**config.mk**
```make
export PLATFORM = sky130hd
export DESIGN_NAME = counter_seq_ctrl_flat
export DESIGN_NICKNAME = d
export VERILOG_FILES = /design/src/rtl/counter_seq_ctrl_if.sv /design/src/rtl/counter_seq_ctrl.sv /design/src/flat_wrapper.sv
export SDC_FILE = /design/constraint.sdc
export NUM_CORES = 1
export LEC_CHECK = 0
export BUFFER_PORTS_ARGS = -buffer_cell sky130_fd_sc_hd__buf_2
export CORE_ASPECT_RATIO = 2
export CORE_MARGIN = 2
export CORE_UTILIZATION = 25
export CTS_CLUSTER_DIAMETER = 100
export DETAILED_ROUTE_END_ITERATION = 10
export PLACE_DENSITY = 0.53
export SETUP_SLACK_MARGIN = 0.1
export SKIP_LAST_GASP = 1
export SLEW_MARGIN = 20
export SYNTH_ARGS = -nofsm -noshare
export SYNTH_HDL_FRONTEND = slang
export SYNTH_SLANG_ARGS = --single-unit
```
**constraint.sdc**
```tcl
create_clock -name CP -period 1.85 [get_ports CP]
set_input_delay 0.0925 -clock CP [delete_from_list [all_inputs] [get_ports CP]]
set_output_delay 0.0925 -clock CP [all_outputs]
set_load 0.1 [all_outputs]
```
**src/rtl/counter_seq_ctrl_if.sv**
```systemverilog
// Control/status bundle between the run sequencer and an external up/down counter.
interface counter_seq_ctrl_if #(
  parameter int unsigned WIDTH = 4
);
  logic             start;
  logic             abort;
  logic             pause;
  logic             tick_en;
  logic             dir;
  logic [WIDTH-1:0] preset;
  logic             qcc_n;
  logic             cnt_clr_n;
  logic             cnt_ld_n;
  logic             cnt_m;
  logic [WIDTH-1:0] cnt_data;
  logic             cnt_tick;
  logic             busy;
  logic             done;
  logic [3:0]       rounds_left;

  modport master (
    output start, abort, pause, tick_en, dir, preset, qcc_n,
    input  cnt_clr_n, cnt_ld_n, cnt_m, cnt_data, cnt_tick, busy, done, rounds_left
  );

  modport slave (
    input  start, abort, pause, tick_en, dir, preset, qcc_n,
    output cnt_clr_n, cnt_ld_n, cnt_m, cnt_data, cnt_tick, busy, done, rounds_left
  );
endinterface

```
**src/rtl/counter_seq_ctrl.sv**
```systemverilog
// Sequences an external counter: load a preset, count through ROUNDS wrap-arounds, then stop.
module counter_seq_ctrl #(
  parameter int unsigned WIDTH  = 4,
  parameter int unsigned ROUNDS = 2
) (
  input  logic              CP,
  input  logic              CLR,
  counter_seq_ctrl_if.slave bus
);
  localparam int unsigned RW = 4;

  typedef enum logic [2:0] {IDLE, LOAD, RUN, HOLD, DONE} state_e;

  state_e           state_q, state_d;
  logic             start_q, qcc_q;
  logic             clr_n_q, clr_n_d;
  logic             ld_n_q, ld_n_d;
  logic             m_q, m_d;
  logic             busy_q, busy_d;
  logic             done_q, done_d;
  logic [WIDTH-1:0] data_q, data_d;
  logic [RW-1:0]    rounds_q, rounds_d;
  logic             start_edge, fall, last_fall, tick_c;

  assign start_edge = bus.start & ~start_q;
  assign fall       = qcc_q & ~bus.qcc_n;
  assign last_fall  = fall & (rounds_q == RW'(1));

  // State and registered outputs; start_q/qcc_q reset high so levels held through reset are not edges
  always_ff @(posedge CP or negedge CLR) begin
    if (!CLR) begin
      state_q  <= IDLE;
      start_q  <= 1'b1;
      qcc_q    <= 1'b1;
      clr_n_q  <= 1'b0;
      ld_n_q   <= 1'b1;
      m_q      <= 1'b1;
      data_q   <= '0;
      rounds_q <= '0;
      busy_q   <= 1'b0;
      done_q   <= 1'b0;
    end else begin
      state_q  <= state_d;
      start_q  <= bus.start;
      qcc_q    <= bus.qcc_n;
      clr_n_q  <= clr_n_d;
      ld_n_q   <= ld_n_d;
      m_q      <= m_d;
      data_q   <= data_d;
      rounds_q <= rounds_d;
      busy_q   <= busy_d;
      done_q   <= done_d;
    end
  end

  // Next state; the final wrap suppresses the tick in that cycle so the counter parks on it
  always_comb begin
    state_d  = state_q;
    data_d   = data_q;
    m_d      = m_q;
    rounds_d = rounds_q;
    clr_n_d  = 1'b1;
    tick_c   = (state_q == RUN) & bus.tick_en & ~bus.pause & ~last_fall;

    if (bus.abort) begin
      state_d  = IDLE;
      rounds_d = '0;
      clr_n_d  = 1'b0;
    end else begin
      case (state_q)
        IDLE, DONE: begin
          if (start_edge) begin
            state_d  = LOAD;
            data_d   = bus.preset;
            m_d      = bus.dir;
            rounds_d = RW'(ROUNDS);
          end
        end
        LOAD: state_d = RUN;
        RUN, HOLD: begin
          if (last_fall) begin
            state_d  = DONE;
            rounds_d = '0;
          end else begin
            if (fall) rounds_d = rounds_q - RW'(1);
            if ((state_q == RUN) && bus.pause)       state_d = HOLD;
            else if ((state_q == HOLD) && !bus.pause) state_d = RUN;
          end
        end
        default: state_d = IDLE;
      endcase
    end

    ld_n_d = (state_d != LOAD);
    busy_d = (state_d == LOAD) || (state_d == RUN) || (state_d == HOLD);
    done_d = (state_d == DONE);
  end

  assign bus.cnt_clr_n   = clr_n_q;
  assign bus.cnt_ld_n    = ld_n_q;
  assign bus.cnt_m       = m_q;
  assign bus.cnt_data    = data_q;
  assign bus.cnt_tick    = tick_c;
  assign bus.busy        = busy_q;
  assign bus.done        = done_q;
  assign bus.rounds_left = rounds_q;
endmodule

```
**src/flat_wrapper.sv**
```systemverilog
// flat-port wrapper written by rule: the top's interface ports become plain ports
module counter_seq_ctrl_flat 
#(
  parameter int unsigned WIDTH  = 4,
  parameter int unsigned ROUNDS = 2
)
  (CP, CLR, bus_start, bus_abort, bus_pause, bus_tick_en, bus_dir, bus_preset, bus_qcc_n, bus_cnt_clr_n, bus_cnt_ld_n, bus_cnt_m, bus_cnt_data, bus_cnt_tick, bus_busy, bus_done, bus_rounds_left);
  counter_seq_ctrl_if #(.WIDTH(WIDTH)) bus_i ();
  input  logic CP;
  input  logic CLR;
  input wire logic [$bits(bus_i.start)-1:0] bus_start;
  input wire logic [$bits(bus_i.abort)-1:0] bus_abort;
  input wire logic [$bits(bus_i.pause)-1:0] bus_pause;
  input wire logic [$bits(bus_i.tick_en)-1:0] bus_tick_en;
  input wire logic [$bits(bus_i.dir)-1:0] bus_dir;
  input wire logic [$bits(bus_i.preset)-1:0] bus_preset;
  input wire logic [$bits(bus_i.qcc_n)-1:0] bus_qcc_n;
  output wire logic [$bits(bus_i.cnt_clr_n)-1:0] bus_cnt_clr_n;
  output wire logic [$bits(bus_i.cnt_ld_n)-1:0] bus_cnt_ld_n;
  output wire logic [$bits(bus_i.cnt_m)-1:0] bus_cnt_m;
  output wire logic [$bits(bus_i.cnt_data)-1:0] bus_cnt_data;
  output wire logic [$bits(bus_i.cnt_tick)-1:0] bus_cnt_tick;
  output wire logic [$bits(bus_i.busy)-1:0] bus_busy;
  output wire logic [$bits(bus_i.done)-1:0] bus_done;
  output wire logic [$bits(bus_i.rounds_left)-1:0] bus_rounds_left;
  assign bus_i.start = bus_start;
  assign bus_i.abort = bus_abort;
  assign bus_i.pause = bus_pause;
  assign bus_i.tick_en = bus_tick_en;
  assign bus_i.dir = bus_dir;
  assign bus_i.preset = bus_preset;
  assign bus_i.qcc_n = bus_qcc_n;
  assign bus_cnt_clr_n = bus_i.cnt_clr_n;
  assign bus_cnt_ld_n = bus_i.cnt_ld_n;
  assign bus_cnt_m = bus_i.cnt_m;
  assign bus_cnt_data = bus_i.cnt_data;
  assign bus_cnt_tick = bus_i.cnt_tick;
  assign bus_busy = bus_i.busy;
  assign bus_done = bus_i.done;
  assign bus_rounds_left = bus_i.rounds_left;
  counter_seq_ctrl #(.WIDTH(WIDTH), .ROUNDS(ROUNDS)) u_core (.CP(CP), .CLR(CLR), .bus(bus_i));
endmodule
```
# After elaboration in Yosys (flattened, before gate mapping)
# Index checks and enable logic that the tools add are counted.
dict set report totals {
  reg_bits 18
  input_bits 12
  out_inout_bits 14
  wordCells 57
}
dict set report op_classes {
  addsub 1
  n_eq_ne 12
  muxes 12
  n_bitwise 11
  n_reduce_logical 11
}
# cell count
set op_table {}
lappend op_table {{$mux W4} 4}
lappend op_table {{$mux W3} 5}
lappend op_table {{$eq A3 B2 Y1 const B} 4}
lappend op_table {{$pmux W3 S3} 1}
lappend op_table {{$pmux W4 S2} 1}
lappend op_table {{$and A1 B1 Y1} 6}
lappend op_table {{$eq A3 B1 Y1 const B} 2}
lappend op_table {{$eq A3 B3 Y1 const B} 2}
lappend op_table {{$reduce_and A3 Y1} 2}
lappend op_table {{$not A1 Y1} 5}
lappend op_table {{$eq A4 B1 Y1 const B} 1}
lappend op_table {{$ne A4 B2 Y1 const B} 1}
lappend op_table {{$reduce_or A2 Y1} 2}
lappend op_table {{$sub A4 B1 Y4 const B} 1}
lappend op_table {{$logic_not A3 Y1} 1}
lappend op_table {{$ne A3 B1 Y1 const B} 1}
lappend op_table {{$ne A3 B2 Y1 const B} 1}
lappend op_table {{$reduce_bool A3 Y1} 1}
lappend op_table {{$logic_and A1 B1 Y1} 2}
lappend op_table {{$logic_or A1 B1 Y1} 2}
lappend op_table {{$logic_not A1 Y1} 1}
lappend op_table {{$mux W1} 1}

# Logic depth before layout (Yosys ltp)
dict set report logic_depth {
  word_depth 10
  ltp_mapped 6
  mapped_depth_nobuf 5
}

# Worst setup path after synthesis
# No wires, ideal clock.
dict set report synth_timing {
  kind {reg2out}
  from {register u_core.rounds_q[1], in the netlist u_core.bus.rounds_left[1]}
  to {output bus_cnt_tick}
  t_arrival_ns 2.760
  t_required_ns 1.757
  path_slack_ns -1.002
  stages_incl_launch_ff 5
  n_path_buf 0
  cell_sequence {dfrtp_1 inv_1 ha_1 and3_4 nor2_1}
}
dict set report synth_between {
  elab_chain_cells 4
}
# element line_no
set synth_lines {}
lappend synth_lines {{start: declaration} counter_seq_ctrl.sv:22} ;# logic [RW-1:0] rounds_q, rounds_d;
lappend synth_lines {{start signal: assignment} counter_seq_ctrl.sv:50} ;# rounds_q <= rounds_d;
lappend synth_lines {{$eq A4 B1 Y1} counter_seq_ctrl.sv:27} ;# assign last_fall = fall & (rounds_q == RW'(1));
lappend synth_lines {{$and A1 B1 Y1} counter_seq_ctrl.sv:27}
lappend synth_lines {{$not A1 Y1} counter_seq_ctrl.sv:63} ;# tick_c = (state_q == RUN) & bus.tick_en & ~bus.pause & ~last_fall;
lappend synth_lines {{$and A1 B1 Y1} counter_seq_ctrl.sv:63}
lappend synth_lines {{end: declaration} flat_wrapper.sv:22} ;# output wire logic [$bits(bus_i.cnt_tick)-1:0] bus_cnt_tick;
# No other way between the ends.

# Worst setup path in the final report
dict set report layout_timing {
  from {register u_core.qcc_q}
  to {output bus_cnt_tick}
}
dict set report layout_between {
  elab_chain_cells 4
}
# element line_no
set layout_lines {}
lappend layout_lines {{start: declaration} counter_seq_ctrl.sv:15} ;# logic start_q, qcc_q;
lappend layout_lines {{start signal: assignment} counter_seq_ctrl.sv:45} ;# qcc_q <= bus.qcc_n;
lappend layout_lines {{$and A1 B1 Y1} counter_seq_ctrl.sv:26} ;# assign fall = qcc_q & ~bus.qcc_n;
lappend layout_lines {{$and A1 B1 Y1} counter_seq_ctrl.sv:27}
lappend layout_lines {{$not A1 Y1} counter_seq_ctrl.sv:63}
lappend layout_lines {{$and A1 B1 Y1} counter_seq_ctrl.sv:63}
# No other way between the ends.

==> results.md <==
STA:
- In this run the tightest slew margin relative to its limit is 0.6504.
- Dividing the final minimum period by the clock period gives 0.8671.
- Final hold analysis gives a worst-case slack of 0.06950 ns.
- For the pin with the worst max-slew slack, the measured transition is 0.5209 ns.
- The fmax is between 600 and 700 MHz.
- The total count of hold-check failures in the final report is 0.
- Setup repair after global routing left no endpoint under its margin.
- The sum of negative setup slack is 0 ns.
- The smallest clock period supported by the final layout is computed as 1.604 ns.
- On the final layout, the worst clock skew is approximately 0.0071 ns.
- Setup violations remaining at the end of the flow were counted as 0.
- The final number of max-transition violations came to 0.

Clock network:
- The post-CTS repair timing setup buffer count is 0.
- The clock latency of the later-clocked register in the worst-skew pair is 0.26 ns.
- TritonCTS built the clock tree.
- The number of clock buffers inserted by TritonCTS is 3.
- The clock tree buffer depth is 2.
- The register clock-pin slew on the reported worst setup and hold paths is 0.06 ns.
- For this design, the sink count on the clock tree is 18.
- The CTS H-tree depth is 1.
- In this run the clock root is driven by a sky130_fd_sc_hd__clkbuf_8.

Logic synthesis:
- The number of nets in the synthesized netlist is 80.
- Of the total synthesized cell area, the portion taken by AND, OR, NAND and NOR gates is 0.1636.
- The sequential share of the synthesized area is 0.5670.
- The average instance area after synthesis is 12.17 µm².
- The total of warnings raised by yosys is 0.
- The xor and xnor fraction of the mapped netlist area is 0.
- The largest total area in the synthesized netlist belongs to sky130_fd_sc_hd__dfrtp_1.
- After synthesis the cells add up to between 800 and 900 µm².
- The area share of the largest cell type after synthesis is 0.4361.
- The distinct cell type count after synthesis is 27.
- The combinational family with the most area after synthesis is simple AND/OR/NAND/NOR gates.
- Of the total synthesized cell area, the portion taken by full adders, half adders and majority gates is 0.03115.
- The mux share of post-synthesis cell area is 0.07009.
- After synthesis, the cell types taking the most area are sky130_fd_sc_hd__dfrtp_1 (44%), sky130_fd_sc_hd__dfstp_2 (13%), sky130_fd_sc_hd__mux2_2 (7.0%).
- The gate count after technology mapping is 66.
- After synthesis the netlist holds a flip-flop and latch count of 18.
- The post-synthesis compound-gate area fraction is 0.1293.

Pwr:
- Summed over all cells, the static leakage comes to 0.4871 nW.
- The power density over cell area is 1188 mW/mm².
- IR analysis of the VDD net gives a maximum drop of 0.0004086 V.

Setup path:
- The worst register-to-register path begins at u_core.bus.rounds_left[0].
- In this design, the stage delay of the slowest critical-path cell is ~0.51 ns.
- The slowest stage of the critical path is the sky130_fd_sc_hd__dfstp_2 cell.
- At the worst endpoint, the arrival time is between 1.5 and 2 ns.
- For the worst setup path, the data required time is 1.76 ns.
- The most critical setup path has its startpoint at u_core.qcc_q.
- The type of the worst setup path is reg2out.
- The worst setup path is launched from a flop.
- In this run the worst path has a maximum fanout of 4.
- The critical path goes through nor2b_2, and3_4, nor2_4, clkbuf_4.
- The worst setup path is captured at an output pin.
- The number of cells on the worst reg-to-reg path is 4.

Detailed routing:
- After detailed routing, the total wire length is around 1.7 mm.
- The number of nets with antenna violations after detailed routing is 0.
- Dividing the detail-routed via count by the number of cells gives 4.803.
- For this run, design rule violations remaining after detail routing come to 0.
- The violation count after the first detailed-routing iteration is 4.
- The count of TritonRoute iterations in the first routing pass is 2.
- Dividing the detail-routed wire length by the instance count gives about 13 µm.
- The via count is 610.

Final layout:
- The synthesis-to-layout area growth is 31.15%.
- The final antenna diode count is 0.
- For this run, the share of the core covered by cells in the final layout is 0.3376.
- The final-stage net count is 111.
- Of the cells placed in the final design, the portion with a size suffix greater than 1 is 0.5208.

Flow run:
- The number of max-capacitance violations reported is 0.

GRT:
- The all-layer global routing usage is 0.1062.
- Entering global routing, the biggest net connects 19 pins.
- The overall overflow remaining after global route is 0.
- The via count of the first global-routing pass was slightly below 700.
- The first-pass GRT wire length is 2.925 mm.
- The initial antenna violation count came to 0.

Hold path:
- The startpoint identified for the worst hold timing path is bus_preset[1].
- The worst hold path was traced through 2 stages.
- The class of the worst hold path is in2reg.

Floorplanning:
- Pin placement for this block handled 26 I/O pins.
- The starting density of the core is 0.2574.
- The chip height is between 80 and 90 µm.
- The die is about 44 µm wide.
- The total area inside the core boundary comes to approximately 0.0031 mm².
- In this run the core area contains 29 standard-cell rows.
- The area of the die is 0.003710 mm².

Placement:
- The wire-length estimate of the detail-placed layout is roughly 1.3 mm.
- Routability-driven placement finished with a final weighted congestion of 0.7948.
- The count of input and output buffers is 25.

Outcome:
- The flow ran to the end, and the final reports show no timing, DRC or antenna violations.
what timing repair did:
action | 4_1_cts | 5_1_grt
resized for setup | 0 | 2
endpoints found under the hold margin | 16 | 0
hold buffers | 3 | 0
setup endpoints to repair | 0 | 1
power breakdown:
group	internal [mW]	total [mW]	switching (mW)
clock network	0.189	0.323	0.134
registers	0.446	0.471	0.0259
logic	0.0874	0.458	0.370
total	0.722	1.25	0.530
critical path, delay by kind of cell, from the launching register on:
| family | cells | cell delay, ns |
|---|---|---|
| buffers and inverters | 1 | 0.27 |
| flip-flops | 1 | 0.51 |
| AND/OR/NAND/NOR | 3 | 0.48 |
cells in the mapped netlist:
cell and number:
sky130_fd_sc_hd__mux2_2 5, sky130_fd_sc_hd__o21ai_0 4, sky130_fd_sc_hd__nand3b_1 1, sky130_fd_sc_hd__inv_1 4, sky130_fd_sc_hd__nor2_1 4, sky130_fd_sc_hd__nor2b_1 1
sky130_fd_sc_hd__a311o_1 1, sky130_fd_sc_hd__dfrtp_1 14, sky130_fd_sc_hd__a21o_1 1, sky130_fd_sc_hd__nor4b_2 1, sky130_fd_sc_hd__nand3_1 3, sky130_fd_sc_hd__or2_1 1
sky130_fd_sc_hd__nand2_1 2, sky130_fd_sc_hd__clkbuf_2 1, sky130_fd_sc_hd__nor3_1 1, sky130_fd_sc_hd__and3_4 1, sky130_fd_sc_hd__a2111oi_2 1, sky130_fd_sc_hd__and2_4 1
sky130_fd_sc_hd__dfstp_2 4, sky130_fd_sc_hd__ha_1 2, sky130_fd_sc_hd__buf_6 1, sky130_fd_sc_hd__o2bb2ai_1 2, sky130_fd_sc_hd__a311oi_1 1, sky130_fd_sc_hd__a21oi_1 3
sky130_fd_sc_hd__nor2b_2 1, sky130_fd_sc_hd__nand2b_1 4, sky130_fd_sc_hd__a211o_2 1
layer usage:
| metal | track usage | vias up | wire (µm) |
|---|---|---|---|
| met4 | 0.08264 | 0 | 69 |
| li1 | - | 289 | - |
| met3 | 0.01505 | 6 | 58 |
| met1 | 0.09973 | 297 | 626 |
| met5 | 0 | - | 0 |
| met2 | 0.1898 | 18 | 931 |
registers in the layout, summed over array words and instances (netlist names):
name,flops
u_core.bus.busy,1
u_core.bus.cnt_clr_n,1
u_core.bus.cnt_data,4
u_core.bus.cnt_ld_n,1
u_core.bus.cnt_m,1
u_core.bus.done,1
u_core.bus.rounds_left,4
u_core.qcc_q,1
u_core.start_q,1
u_core.state_q,3
final timing paths:
kind | to | slack (ns)
max in group asynchronous | u_core.qcc_q | 1.23
max | bus_cnt_tick | 0.25
max reg2reg | u_core.bus.rounds_left[3] | 0.33
min | u_core.bus.cnt_data[1] | 0.07
min reg2reg | u_core.bus.cnt_data[1] | 0.51
min in group asynchronous | u_core.state_q[2] | 0.29
logic make-up (layout without fill, tap and decap cells):
| logic type | Yosys count | in the layout |
|---|---|---|
| AND/OR/NAND/NOR | 21 | 21 |
| flip-flops | 18 | 18 |
| AO/OA/AOI/OAI | 14 | 14 |
| buffers and inverters | 6 | 36 |
| multiplexers | 5 | 5 |
| adder cells (fa/ha/maj) | 2 | 2 |
cell usage in the layout, fill, tap and decap left out:
master and instances:
sky130_fd_sc_hd__dfstp_2 4, sky130_fd_sc_hd__or2_1 1, sky130_fd_sc_hd__nor4b_2 1, sky130_fd_sc_hd__and2_4 1, sky130_fd_sc_hd__clkbuf_8 4, sky130_fd_sc_hd__nand3_1 3
sky130_fd_sc_hd__nor2_1 3, sky130_fd_sc_hd__a211o_2 1, sky130_fd_sc_hd__a2111oi_2 1, sky130_fd_sc_hd__a311o_1 1, sky130_fd_sc_hd__nand2_1 2, sky130_fd_sc_hd__nand3b_1 1
sky130_fd_sc_hd__o21ai_0 4, sky130_fd_sc_hd__nor2b_2 2, sky130_fd_sc_hd__dfrtp_1 10, sky130_fd_sc_hd__mux2_2 5, sky130_fd_sc_hd__a311oi_1 1, sky130_fd_sc_hd__and3_4 1
sky130_fd_sc_hd__ha_1 2, sky130_fd_sc_hd__dfrtp_2 4, sky130_fd_sc_hd__a21o_1 1, sky130_fd_sc_hd__dlygate4sd3_1 3, sky130_fd_sc_hd__o2bb2ai_1 2, sky130_fd_sc_hd__clkbuf_4 1
sky130_fd_sc_hd__inv_1 4, sky130_fd_sc_hd__a21oi_1 3, sky130_fd_sc_hd__nor2_4 1, sky130_fd_sc_hd__nor3_1 1, sky130_fd_sc_hd__nand2b_1 4, sky130_fd_sc_hd__buf_2 24
layout make-up:
class                           count  area [µm²]
Clock buffer                        4       55.05
Sequential cell                    18       460.4
Inverter                            4       15.01
Timing Repair Buffer               28       157.7
Fill cell                         329        2067
Tap cell                           31       38.79
Multi-Input combinational cell     42       326.6
metrics by stage:
step | total power [mW] | setup WS [ns] | std cells | area [µm²]
2_1_floorplan | 0.8539 | 0.09115 | 66 | 815.8
6_report | 1.252 | 0.2458 | 127 | 1054
5_1_grt | 1.293 | 0.1477 | 127 | 1054
3_3_place_gp | 0.9293 | 0.3233 | 120 | 963.4
4_1_cts | 1.262 | 0.1264 | 127 | 1049
3_5_place_dp | 0.9358 | 0.3085 | 120 | 963.4
Note: power is estimated with default switching activity, not from simulation.
